<file path="src/rtl/id_ex_operand_stage_if.sv">
// ID/EX operand stage bus: decode inputs, forwarding sources
// and EX-side outputs grouped for the stage and its driver.
interface id_ex_operand_stage_if #(
  parameter int DATA_W     = 32,
  parameter int REG_ADDR_W = 5,
  parameter int CTRL_W     = 4
);
  logic                  id_valid;
  logic [DATA_W-1:0]     id_rs_data;
  logic [DATA_W-1:0]     id_rt_data;
  logic [DATA_W-1:0]     id_imm;
  logic [REG_ADDR_W-1:0] id_rs;
  logic [REG_ADDR_W-1:0] id_rt;
  logic [REG_ADDR_W-1:0] id_write_reg;
  logic [4:0]            id_shamt;
  logic [CTRL_W-1:0]     id_alu_control;
  logic                  id_alu_src;
  logic                  id_reg_write;
  logic                  id_mem_read;
  logic                  id_mem_write;
  logic                  id_mem_to_reg;
  logic                  flush;
  logic                  exmem_reg_write;
  logic [REG_ADDR_W-1:0] exmem_write_reg;
  logic [DATA_W-1:0]     exmem_alu_out;
  logic                  memwb_reg_write;
  logic [REG_ADDR_W-1:0] memwb_write_reg;
  logic [DATA_W-1:0]     memwb_data;
  logic                  stall;
  logic [DATA_W-1:0]     ALU_reg_1;
  logic [DATA_W-1:0]     ALU_reg_2;
  logic [CTRL_W-1:0]     ALU_control;
  logic [4:0]            shamt;
  logic [DATA_W-1:0]     ex_store_data;
  logic                  ex_valid;
  logic                  ex_reg_write;
  logic                  ex_mem_read;
  logic                  ex_mem_write;
  logic                  ex_mem_to_reg;
  logic [REG_ADDR_W-1:0] ex_write_reg;

  modport slave (
    input  id_valid, id_rs_data, id_rt_data,
    input  id_imm, id_rs, id_rt, id_write_reg,
    input  id_shamt, id_alu_control, id_alu_src,
    input  id_reg_write, id_mem_read,
    input  id_mem_write, id_mem_to_reg, flush,
    input  exmem_reg_write, exmem_write_reg,
    input  exmem_alu_out, memwb_reg_write,
    input  memwb_write_reg, memwb_data,
    output stall, ALU_reg_1, ALU_reg_2,
    output ALU_control, shamt, ex_store_data,
    output ex_valid, ex_reg_write, ex_mem_read,
    output ex_mem_write, ex_mem_to_reg,
    output ex_write_reg
  );

  modport master (
    output id_valid, id_rs_data, id_rt_data,
    output id_imm, id_rs, id_rt, id_write_reg,
    output id_shamt, id_alu_control, id_alu_src,
    output id_reg_write, id_mem_read,
    output id_mem_write, id_mem_to_reg, flush,
    output exmem_reg_write, exmem_write_reg,
    output exmem_alu_out, memwb_reg_write,
    output memwb_write_reg, memwb_data,
    input  stall, ALU_reg_1, ALU_reg_2,
    input  ALU_control, shamt, ex_store_data,
    input  ex_valid, ex_reg_write, ex_mem_read,
    input  ex_mem_write, ex_mem_to_reg,
    input  ex_write_reg
  );
endinterface

</file>
<file path="src/rtl/id_ex_operand_stage.sv">
// ID/EX pipeline register with load-use detection and
// EX/MEM, MEM/WB operand forwarding in front of the ALU.
module id_ex_operand_stage #(
  parameter int DATA_W     = 32,
  parameter int REG_ADDR_W = 5,
  parameter int CTRL_W     = 4
) (
  input logic clk,
  input logic rst_n,
  id_ex_operand_stage_if.slave bus
);
  typedef struct packed {
    logic                  valid;
    logic [DATA_W-1:0]     rs_data;
    logic [DATA_W-1:0]     rt_data;
    logic [DATA_W-1:0]     imm;
    logic [REG_ADDR_W-1:0] rs;
    logic [REG_ADDR_W-1:0] rt;
    logic [REG_ADDR_W-1:0] write_reg;
    logic [4:0]            shamt;
    logic [CTRL_W-1:0]     alu_control;
    logic                  alu_src;
    logic                  reg_write;
    logic                  mem_read;
    logic                  mem_write;
    logic                  mem_to_reg;
  } id_ex_t;

  id_ex_t ex_q, ex_d;
  logic   hazard;
  logic   bubble;
  logic [DATA_W-1:0] fwd_a, fwd_b;

  // Load in EX whose result the decode instruction needs.
  assign hazard = bus.id_valid & ex_q.valid &
                  ex_q.mem_read &
                  (ex_q.write_reg != '0) &
                  ((bus.id_rs == ex_q.write_reg) |
                   (bus.id_rt == ex_q.write_reg)) &
                  ~bus.flush;
  assign bus.stall = hazard;
  assign bubble    = bus.flush | hazard;

  // Next register contents: bubble, or decode fields.
  always_comb begin
    ex_d = '0;
    if (!bubble) begin
      ex_d.valid       = bus.id_valid;
      ex_d.rs_data     = bus.id_rs_data;
      ex_d.rt_data     = bus.id_rt_data;
      ex_d.imm         = bus.id_imm;
      ex_d.rs          = bus.id_rs;
      ex_d.rt          = bus.id_rt;
      ex_d.write_reg   = bus.id_write_reg;
      ex_d.shamt       = bus.id_shamt;
      ex_d.alu_control = bus.id_alu_control;
      ex_d.alu_src     = bus.id_alu_src;
      ex_d.reg_write   = bus.id_reg_write & bus.id_valid;
      ex_d.mem_read    = bus.id_mem_read & bus.id_valid;
      ex_d.mem_write   = bus.id_mem_write & bus.id_valid;
      ex_d.mem_to_reg  = bus.id_mem_to_reg;
    end
  end

  // ID/EX register.
  always_ff @(posedge clk or negedge rst_n) begin
    if (!rst_n) ex_q <= '0;
    else        ex_q <= ex_d;
  end

  function automatic logic [DATA_W-1:0] fwd(
    input logic [REG_ADDR_W-1:0] idx,
    input logic [DATA_W-1:0]     rf
  );
    if (bus.exmem_reg_write &&
        bus.exmem_write_reg != '0 &&
        bus.exmem_write_reg == idx)
      return bus.exmem_alu_out;
    else if (bus.memwb_reg_write &&
             bus.memwb_write_reg != '0 &&
             bus.memwb_write_reg == idx)
      return bus.memwb_data;
    else
      return rf;
  endfunction

  // Operand forwarding, EX/MEM before MEM/WB.
  always_comb begin
    fwd_a = fwd(ex_q.rs, ex_q.rs_data);
    fwd_b = fwd(ex_q.rt, ex_q.rt_data);
  end

  assign bus.ALU_reg_1     = fwd_a;
  assign bus.ALU_reg_2     = ex_q.alu_src ? ex_q.imm
                                          : fwd_b;
  assign bus.ex_store_data = fwd_b;
  assign bus.ALU_control   = ex_q.alu_control;
  assign bus.shamt         = ex_q.shamt;
  assign bus.ex_valid      = ex_q.valid;
  assign bus.ex_reg_write  = ex_q.reg_write;
  assign bus.ex_mem_read   = ex_q.mem_read;
  assign bus.ex_mem_write  = ex_q.mem_write;
  assign bus.ex_mem_to_reg = ex_q.mem_to_reg;
  assign bus.ex_write_reg  = ex_q.write_reg;
endmodule

</file>
<file path="src/flat_wrapper.sv">
// flat-port wrapper written by rule: the top's interface ports become plain ports
module id_ex_operand_stage_flat 
#(
  parameter int DATA_W     = 32,
  parameter int REG_ADDR_W = 5,
  parameter int CTRL_W     = 4
)
  (clk, rst_n, bus_id_valid, bus_id_rs_data, bus_id_rt_data, bus_id_imm, bus_id_rs, bus_id_rt, bus_id_write_reg, bus_id_shamt, bus_id_alu_control, bus_id_alu_src, bus_id_reg_write, bus_id_mem_read, bus_id_mem_write, bus_id_mem_to_reg, bus_flush, bus_exmem_reg_write, bus_exmem_write_reg, bus_exmem_alu_out, bus_memwb_reg_write, bus_memwb_write_reg, bus_memwb_data, bus_stall, bus_ALU_reg_1, bus_ALU_reg_2, bus_ALU_control, bus_shamt, bus_ex_store_data, bus_ex_valid, bus_ex_reg_write, bus_ex_mem_read, bus_ex_mem_write, bus_ex_mem_to_reg, bus_ex_write_reg);
  id_ex_operand_stage_if #(.DATA_W(DATA_W), .REG_ADDR_W(REG_ADDR_W), .CTRL_W(CTRL_W)) bus_i ();
  input logic clk;
  input logic rst_n;
  input wire logic [$bits(bus_i.id_valid)-1:0] bus_id_valid;
  input wire logic [$bits(bus_i.id_rs_data)-1:0] bus_id_rs_data;
  input wire logic [$bits(bus_i.id_rt_data)-1:0] bus_id_rt_data;
  input wire logic [$bits(bus_i.id_imm)-1:0] bus_id_imm;
  input wire logic [$bits(bus_i.id_rs)-1:0] bus_id_rs;
  input wire logic [$bits(bus_i.id_rt)-1:0] bus_id_rt;
  input wire logic [$bits(bus_i.id_write_reg)-1:0] bus_id_write_reg;
  input wire logic [$bits(bus_i.id_shamt)-1:0] bus_id_shamt;
  input wire logic [$bits(bus_i.id_alu_control)-1:0] bus_id_alu_control;
  input wire logic [$bits(bus_i.id_alu_src)-1:0] bus_id_alu_src;
  input wire logic [$bits(bus_i.id_reg_write)-1:0] bus_id_reg_write;
  input wire logic [$bits(bus_i.id_mem_read)-1:0] bus_id_mem_read;
  input wire logic [$bits(bus_i.id_mem_write)-1:0] bus_id_mem_write;
  input wire logic [$bits(bus_i.id_mem_to_reg)-1:0] bus_id_mem_to_reg;
  input wire logic [$bits(bus_i.flush)-1:0] bus_flush;
  input wire logic [$bits(bus_i.exmem_reg_write)-1:0] bus_exmem_reg_write;
  input wire logic [$bits(bus_i.exmem_write_reg)-1:0] bus_exmem_write_reg;
  input wire logic [$bits(bus_i.exmem_alu_out)-1:0] bus_exmem_alu_out;
  input wire logic [$bits(bus_i.memwb_reg_write)-1:0] bus_memwb_reg_write;
  input wire logic [$bits(bus_i.memwb_write_reg)-1:0] bus_memwb_write_reg;
  input wire logic [$bits(bus_i.memwb_data)-1:0] bus_memwb_data;
  output wire logic [$bits(bus_i.stall)-1:0] bus_stall;
  output wire logic [$bits(bus_i.ALU_reg_1)-1:0] bus_ALU_reg_1;
  output wire logic [$bits(bus_i.ALU_reg_2)-1:0] bus_ALU_reg_2;
  output wire logic [$bits(bus_i.ALU_control)-1:0] bus_ALU_control;
  output wire logic [$bits(bus_i.shamt)-1:0] bus_shamt;
  output wire logic [$bits(bus_i.ex_store_data)-1:0] bus_ex_store_data;
  output wire logic [$bits(bus_i.ex_valid)-1:0] bus_ex_valid;
  output wire logic [$bits(bus_i.ex_reg_write)-1:0] bus_ex_reg_write;
  output wire logic [$bits(bus_i.ex_mem_read)-1:0] bus_ex_mem_read;
  output wire logic [$bits(bus_i.ex_mem_write)-1:0] bus_ex_mem_write;
  output wire logic [$bits(bus_i.ex_mem_to_reg)-1:0] bus_ex_mem_to_reg;
  output wire logic [$bits(bus_i.ex_write_reg)-1:0] bus_ex_write_reg;
  assign bus_i.id_valid = bus_id_valid;
  assign bus_i.id_rs_data = bus_id_rs_data;
  assign bus_i.id_rt_data = bus_id_rt_data;
  assign bus_i.id_imm = bus_id_imm;
  assign bus_i.id_rs = bus_id_rs;
  assign bus_i.id_rt = bus_id_rt;
  assign bus_i.id_write_reg = bus_id_write_reg;
  assign bus_i.id_shamt = bus_id_shamt;
  assign bus_i.id_alu_control = bus_id_alu_control;
  assign bus_i.id_alu_src = bus_id_alu_src;
  assign bus_i.id_reg_write = bus_id_reg_write;
  assign bus_i.id_mem_read = bus_id_mem_read;
  assign bus_i.id_mem_write = bus_id_mem_write;
  assign bus_i.id_mem_to_reg = bus_id_mem_to_reg;
  assign bus_i.flush = bus_flush;
  assign bus_i.exmem_reg_write = bus_exmem_reg_write;
  assign bus_i.exmem_write_reg = bus_exmem_write_reg;
  assign bus_i.exmem_alu_out = bus_exmem_alu_out;
  assign bus_i.memwb_reg_write = bus_memwb_reg_write;
  assign bus_i.memwb_write_reg = bus_memwb_write_reg;
  assign bus_i.memwb_data = bus_memwb_data;
  assign bus_stall = bus_i.stall;
  assign bus_ALU_reg_1 = bus_i.ALU_reg_1;
  assign bus_ALU_reg_2 = bus_i.ALU_reg_2;
  assign bus_ALU_control = bus_i.ALU_control;
  assign bus_shamt = bus_i.shamt;
  assign bus_ex_store_data = bus_i.ex_store_data;
  assign bus_ex_valid = bus_i.ex_valid;
  assign bus_ex_reg_write = bus_i.ex_reg_write;
  assign bus_ex_mem_read = bus_i.ex_mem_read;
  assign bus_ex_mem_write = bus_i.ex_mem_write;
  assign bus_ex_mem_to_reg = bus_i.ex_mem_to_reg;
  assign bus_ex_write_reg = bus_i.ex_write_reg;
  id_ex_operand_stage #(.DATA_W(DATA_W), .REG_ADDR_W(REG_ADDR_W), .CTRL_W(CTRL_W)) u_core (.clk(clk), .rst_n(rst_n), .bus(bus_i));
endmodule
</file>
<file path="config.mk">
export PLATFORM = sky130hd
export DESIGN_NAME = id_ex_operand_stage_flat
export DESIGN_NICKNAME = d
export VERILOG_FILES = /design/src/rtl/id_ex_operand_stage_if.sv /design/src/rtl/id_ex_operand_stage.sv /design/src/flat_wrapper.sv
export SDC_FILE = /design/constraint.sdc
export NUM_CORES = 1
export LEC_CHECK = 0
export BUFFER_PORTS_ARGS = -buffer_cell sky130_fd_sc_hd__buf_2
export CELL_PAD_IN_SITES_DETAIL_PLACEMENT = 1
export CELL_PAD_IN_SITES_GLOBAL_PLACEMENT = 1
export CORE_MARGIN = 4
export CORE_UTILIZATION = 35
export CTS_BUF_LIST = sky130_fd_sc_hd__clkbuf_8
export CTS_CLUSTER_DIAMETER = 40
export CTS_CLUSTER_SIZE = 14
export DETAILED_ROUTE_END_ITERATION = 10
export HOLD_SLACK_MARGIN = 0.03
export PLACE_DENSITY_LB_ADDON = 0.1
export SKIP_CTS_REPAIR_TIMING = 1
export SLEW_MARGIN = 20
export SYNTH_ARGS = -nofsm -noshare
export SYNTH_HDL_FRONTEND = slang
export SYNTH_SLANG_ARGS = --single-unit
</file>
<file path="constraint.sdc">
create_clock -name clk -period 2.73 [get_ports clk]
set_input_delay 0.4095 -clock clk [delete_from_list [all_inputs] [get_ports clk]]
set_output_delay 0.4095 -clock clk [all_outputs]
set_load 0.02 [all_outputs]
</file>
# [Yosys cells after proc, flatten, opt, wreduce, memory -nomap -nowiden]
# Index checks and enable logic that the tools add are counted.
# W data, S select, Z words.
[word_totals] inputBits=205 register_bits=126
[op_classes] muxes=6 reduce_logical=9 eq_ne=6 bitwise=11
[op_table] cell="$mux W32" n=5
[op_table] cell="$mux W126" n=1
[op_table] cell="$eq A5 B5 Y1" n=6
[op_table] cell="$reduce_bool A5 Y1" n=3
[op_table] cell="$and A1 B1 Y1" n=8
[op_table] cell="$logic_and A1 B1 Y1" n=6
[op_table] cell="$or A1 B1 Y1" n=2
[op_table] cell="$not A1 Y1" n=1

# [Longest topological paths before layout]
[depth] ltp_word=7 depth_mapped=7 mapped_depth_nobuf=5

# [Least setup slack after synthesis]
# OpenSTA, ideal clock, no wires.
[synth_path] kind="input -> output" start="in bus_memwb_write_reg[4]" end="out bus_ALU_reg_2[31]" path_slack_ps=259 t_required_ps=2321 path_buffers=1 t_arrival_ps=2062 stages=6 path_cell_list="or4_1 > o21ai_1 > or4_1 > buf_6 > mux2i_1 > a221oi_1"
[synth_between] elab_chain_cells=6 word_cells_on_any_way=7 cone_classes="eq/ne (1); mux (3); reduce/logical (3)"
[synth_lines] element="from (decl)" line_no="flat_wrapper.sv:31" source="input wire logic [$bits(bus_i.memwb_write_reg)-1:0] bus_memwb_write_reg;"
[synth_lines] element="$reduce_bool A5 Y1" line_no="id_ex_operand_stage.sv:80" source="bus.memwb_write_reg != '0 &&"
[synth_lines] element="$logic_and A1 B1 Y1" line_no="id_ex_operand_stage.sv:79" source="else if (bus.memwb_reg_write &&"
[synth_lines] element="$logic_and A1 B1 Y1 (*)" line_no="id_ex_operand_stage.sv:80"
[synth_lines] element="$mux W32 (*)" line_no="id_ex_operand_stage.sv:79"
[synth_lines] element="$mux W32 (*)" line_no="id_ex_operand_stage.sv:75" source="if (bus.exmem_reg_write &&"
[synth_lines] element="$mux W32 (*)" line_no="id_ex_operand_stage.sv:94" source="assign bus.ALU_reg_2 = ex_q.alu_src ? ex_q.imm"
[synth_lines] element="to (decl)" line_no="flat_wrapper.sv:35" source="output wire logic [$bits(bus_i.ALU_reg_2)-1:0] bus_ALU_reg_2;"
# Every way passes the cells marked *; elsewhere a longest branch is shown, timed or not.

# [Worst setup path after layout]
[layout_path] start="reg u_core.ex_q[20] in the netlist's numbering" end="out bus_ALU_reg_2[3]"
[layout_between] elab_chain_cells=5 word_cells_on_any_way=7 cone_classes="eq/ne (2); mux (3); reduce/logical (2)"
[layout_lines] element="from (decl)" line_no="id_ex_operand_stage.sv:29" source="id_ex_t ex_q, ex_d;"
[layout_lines] element="from (signal assigned)" line_no="id_ex_operand_stage.sv:67" source="if (!rst_n) ex_q <= '0;"
[layout_lines] element="from (signal assigned)" line_no="id_ex_operand_stage.sv:68" source="else ex_q <= ex_d;"
[layout_lines] element="$eq A5 B5 Y1" line_no="id_ex_operand_stage.sv:81" source="bus.memwb_write_reg == idx)"
[layout_lines] element="$logic_and A1 B1 Y1" line_no="id_ex_operand_stage.sv:80"
[layout_lines] element="$mux W32" line_no="id_ex_operand_stage.sv:79"
[layout_lines] element="$mux W32 (*)" line_no="id_ex_operand_stage.sv:75"
[layout_lines] element="$mux W32 (*)" line_no="id_ex_operand_stage.sv:94"
# Marks and branches as above.

==> results.toml <==
[timing]
clock.fmax_mhz = 337
period_share_pct = 109
fin_ws_ns = -0.235
max_slew_margin_pct = 67.6
finalHoldViolCount = 0
tightest_slew_ns = 0.486
skew_ns = 0.0115
finalSetupViolCount = 76
rsz0062_at_grt = "yes"
drv_slew = 0
period_needed_ns = 2.97

[yosys]
syn_inst = 658
syn_avg_cell_area_um2 = 10.1
yosysTopAreaCell = "dfrtp_1"
yosys_most_used_dff = "dfrtp_1"
yosys_register_bits = 126
netlist.area_leader.share_pct = 47.4
netlist_area_mm2 = 0.00665
yosysSeqAreaShare_pct = 47.4
synth.distinct_cells = 27
syn-num-nets = 863
synth_area_leaders = "dfrtp_1 (47%), and2_1 (12%), mux2i_1 (9.6%)"
yosysMostFrequentCell = "dfrtp_1"
yosysWarnings = 0
synth_edf_count = 0
async_flop_share_pct = 100
netlist_top_cells_count = "dfrtp_1 (126), and2_1 (125), mux2i_1 (64), clkbuf_1 (36)"

[route]
ant_nets = 0
vias_per_cell = 5.00
num_vias = 6078
wl_per_cell_um = 20.0
drc_errors = 0
wl_um = 24300
firstDrtPassIters = 4
drt_iter0_markers = 175

[grt]
met2_usage_pct = 38.2
grt_pass1_vias = 6798
gr-usage-all-layers_pct = 21.8
grt_util_met3_pct = 6.57
grt_pass1_wl_um = 36700
met1_usage_pct = 24.9
grt-busiest-layer = "met2"
antenna_found_initial = 4
grt_remaining_overflow = 0
grt_max_degree = 120

[place]
place_congestion = 0.875
port_buffers = 320
place_inst = 1171
post-place-ws_ns = -0.142
hpwlAfterDp_um = 17900

[floorplanning]
start_util_pct = 35.5
dieHeight_um = 146
die_area_mm2 = 0.0213
core_area_mm2 = 0.0187
std_cell_rows = 50
io_pins = 321
dieWidth_um = 146

[layout]
largest_reg_flops = 107
multi_input_area_mm2 = 0.00334
num-fill-cells = 2190
regArea_mm2 = 0.00315
area_growth_pct = 42.7
instances_no_fill = 1216
layout.nets = 1170
drive_gt1_share_pct = 46.5

[pwr]
worst_ir_drop_vdd_uv = 277
powerDensity_mw_per_mm2 = 480
power_leakage_nw = 4.59

[clock_tree]
clkSinkCount = 126
clkSlewWorstSetupHoldPaths_ns = 0.08
clk_path_buf_depth = 2
cts-htree-levels = 4
clkLatencyLatePin_ns = 0.43
numCtsBuffers = 17
cts_root_buf = "clkbuf_8"
cts_tree = "yes"

[critical_path]
startpoint_type = "flip-flop"
r2r_slack_ns = 0.77
worstSetupPathType = "flip-flop to primary output"
arrival_ns = 2.56
required_ns = 2.32
cp-end-kind = "primary output"
critPathMaxFanout = 8

[status]
failed_checks = "negative setup slack"
status = "finished, violations left"

[hold_path]
hold_path.class = "primary input to flip-flop"

[job]
maxCapViolCount = 0
==> final timing paths <==
kind | startpoint | end | cells past startpoint
worst max-delay path | u_core.ex_q[20]$_DFF_PN0_ | bus_ALU_reg_2[3] | 7
worst min-delay path | bus_id_rs_data[26] | u_core.ex_q[119]$_DFF_PN0_ | 2
worst max register to register | u_core.bus.ex_write_reg[2]$_DFF_PN0_ | u_core.ex_q[98]$_DFF_PN0_ | 6
worst min register to register | u_core.bus.ex_valid$_DFF_PN0_ | u_core.bus.ex_valid$_DFF_PN0_ | 3
max in group asynchronous | rst_n | u_core.ex_q[4]$_DFF_PN0_ | 3
min in group asynchronous | rst_n | u_core.ex_q[68]$_DFF_PN0_ | 2
==> worst max-delay path, stage by stage, from the launching register on <==
cell and delay, ns:
dfrtp_1 0.41, xnor2_1 0.19, nand3_1 0.12, or4_4 0.51, clkbuf_16 0.24, mux2i_2 0.19, a221oi_2 0.28, buf_4 0.20
==> metrics by stage <==
step                      util [%]  setup TNS, ns  power (mW)  hold WS (ns)  cell area (um^2)
after floorplan                  -              0        2.54         0.114              6650
after global placement        45.5          -2.59        2.97         0.376              8520
after detailed placement      45.5          -5.27        3.00         0.376              8520
after CTS                     47.4         -37.38        4.50        -0.122              8870
after global routing          50.7         -19.52        4.79         0.135              9480
final                         50.7          -6.97        4.55         0.175              9490
==> final cells by class <==
| cell class | instances | share of cell area, % |
|---|---|---|
| Sequential cell | 126 | 33.3 |
| Clock buffer | 17 | 2.47 |
| Timing Repair Buffer | 349 | 23.3 |
| Inverter | 32 | 1.27 |
| Antenna cell | 5 | 0.132 |
| Clock inverter | 14 | 1.29 |
| Multi-Input combinational cell | 439 | 35.2 |
| Tap cell | 234 | 3.09 |
==> power by group <==
group	leakage (nW)	total (mW)	switching (mW)	internal [mW]
Combinational	2.80	1.05	0.588	0.465
Sequential	1.62	2.01	0.0473	1.96
Clock	0.170	1.49	0.780	0.711
Total	4.59	4.55	1.42	3.13
==> routing by layer <==
| metal | vias to the layer above | wire [um] |
|---|---|---|
| met5 | - | 0 |
| met4 | 0 | 513 |
| met3 | 37 | 1620 |
| met2 | 247 | 12900 |
| met1 | 2981 | 9290 |
| li1 | 2813 | - |
==> kinds of logic after synthesis <==
| group | share of synthesized area [%] |
|---|---|
| simple gates | 19.6 |
| xor+xnor | 3.95 |
| mux | 9.64 |
| buf+inv | 6.87 |
| flops | 47.4 |
| compound gates | 12.5 |
==> cell usage in the layout, fill, tap and decap left out, drive strengths merged <==
master	n
a21oi	35
a221oi	32
a31oi	1
and2	125
and4	1
buf	345
bufinv	1
clkbuf	20
clkinv	7
clkinvlp	5
dfrtp	126
diode	5
dlygate4sd3	1
inv	33
mux2i	64
nand2	35
nand2b	1
nand3	6
nor2	35
nor3	35
nor4	1
o21a	1
o21ai	33
o22ai	1
or4	3
xnor2	18
xor2	12
No activity file was read; power rests on OpenSTA's default activity.
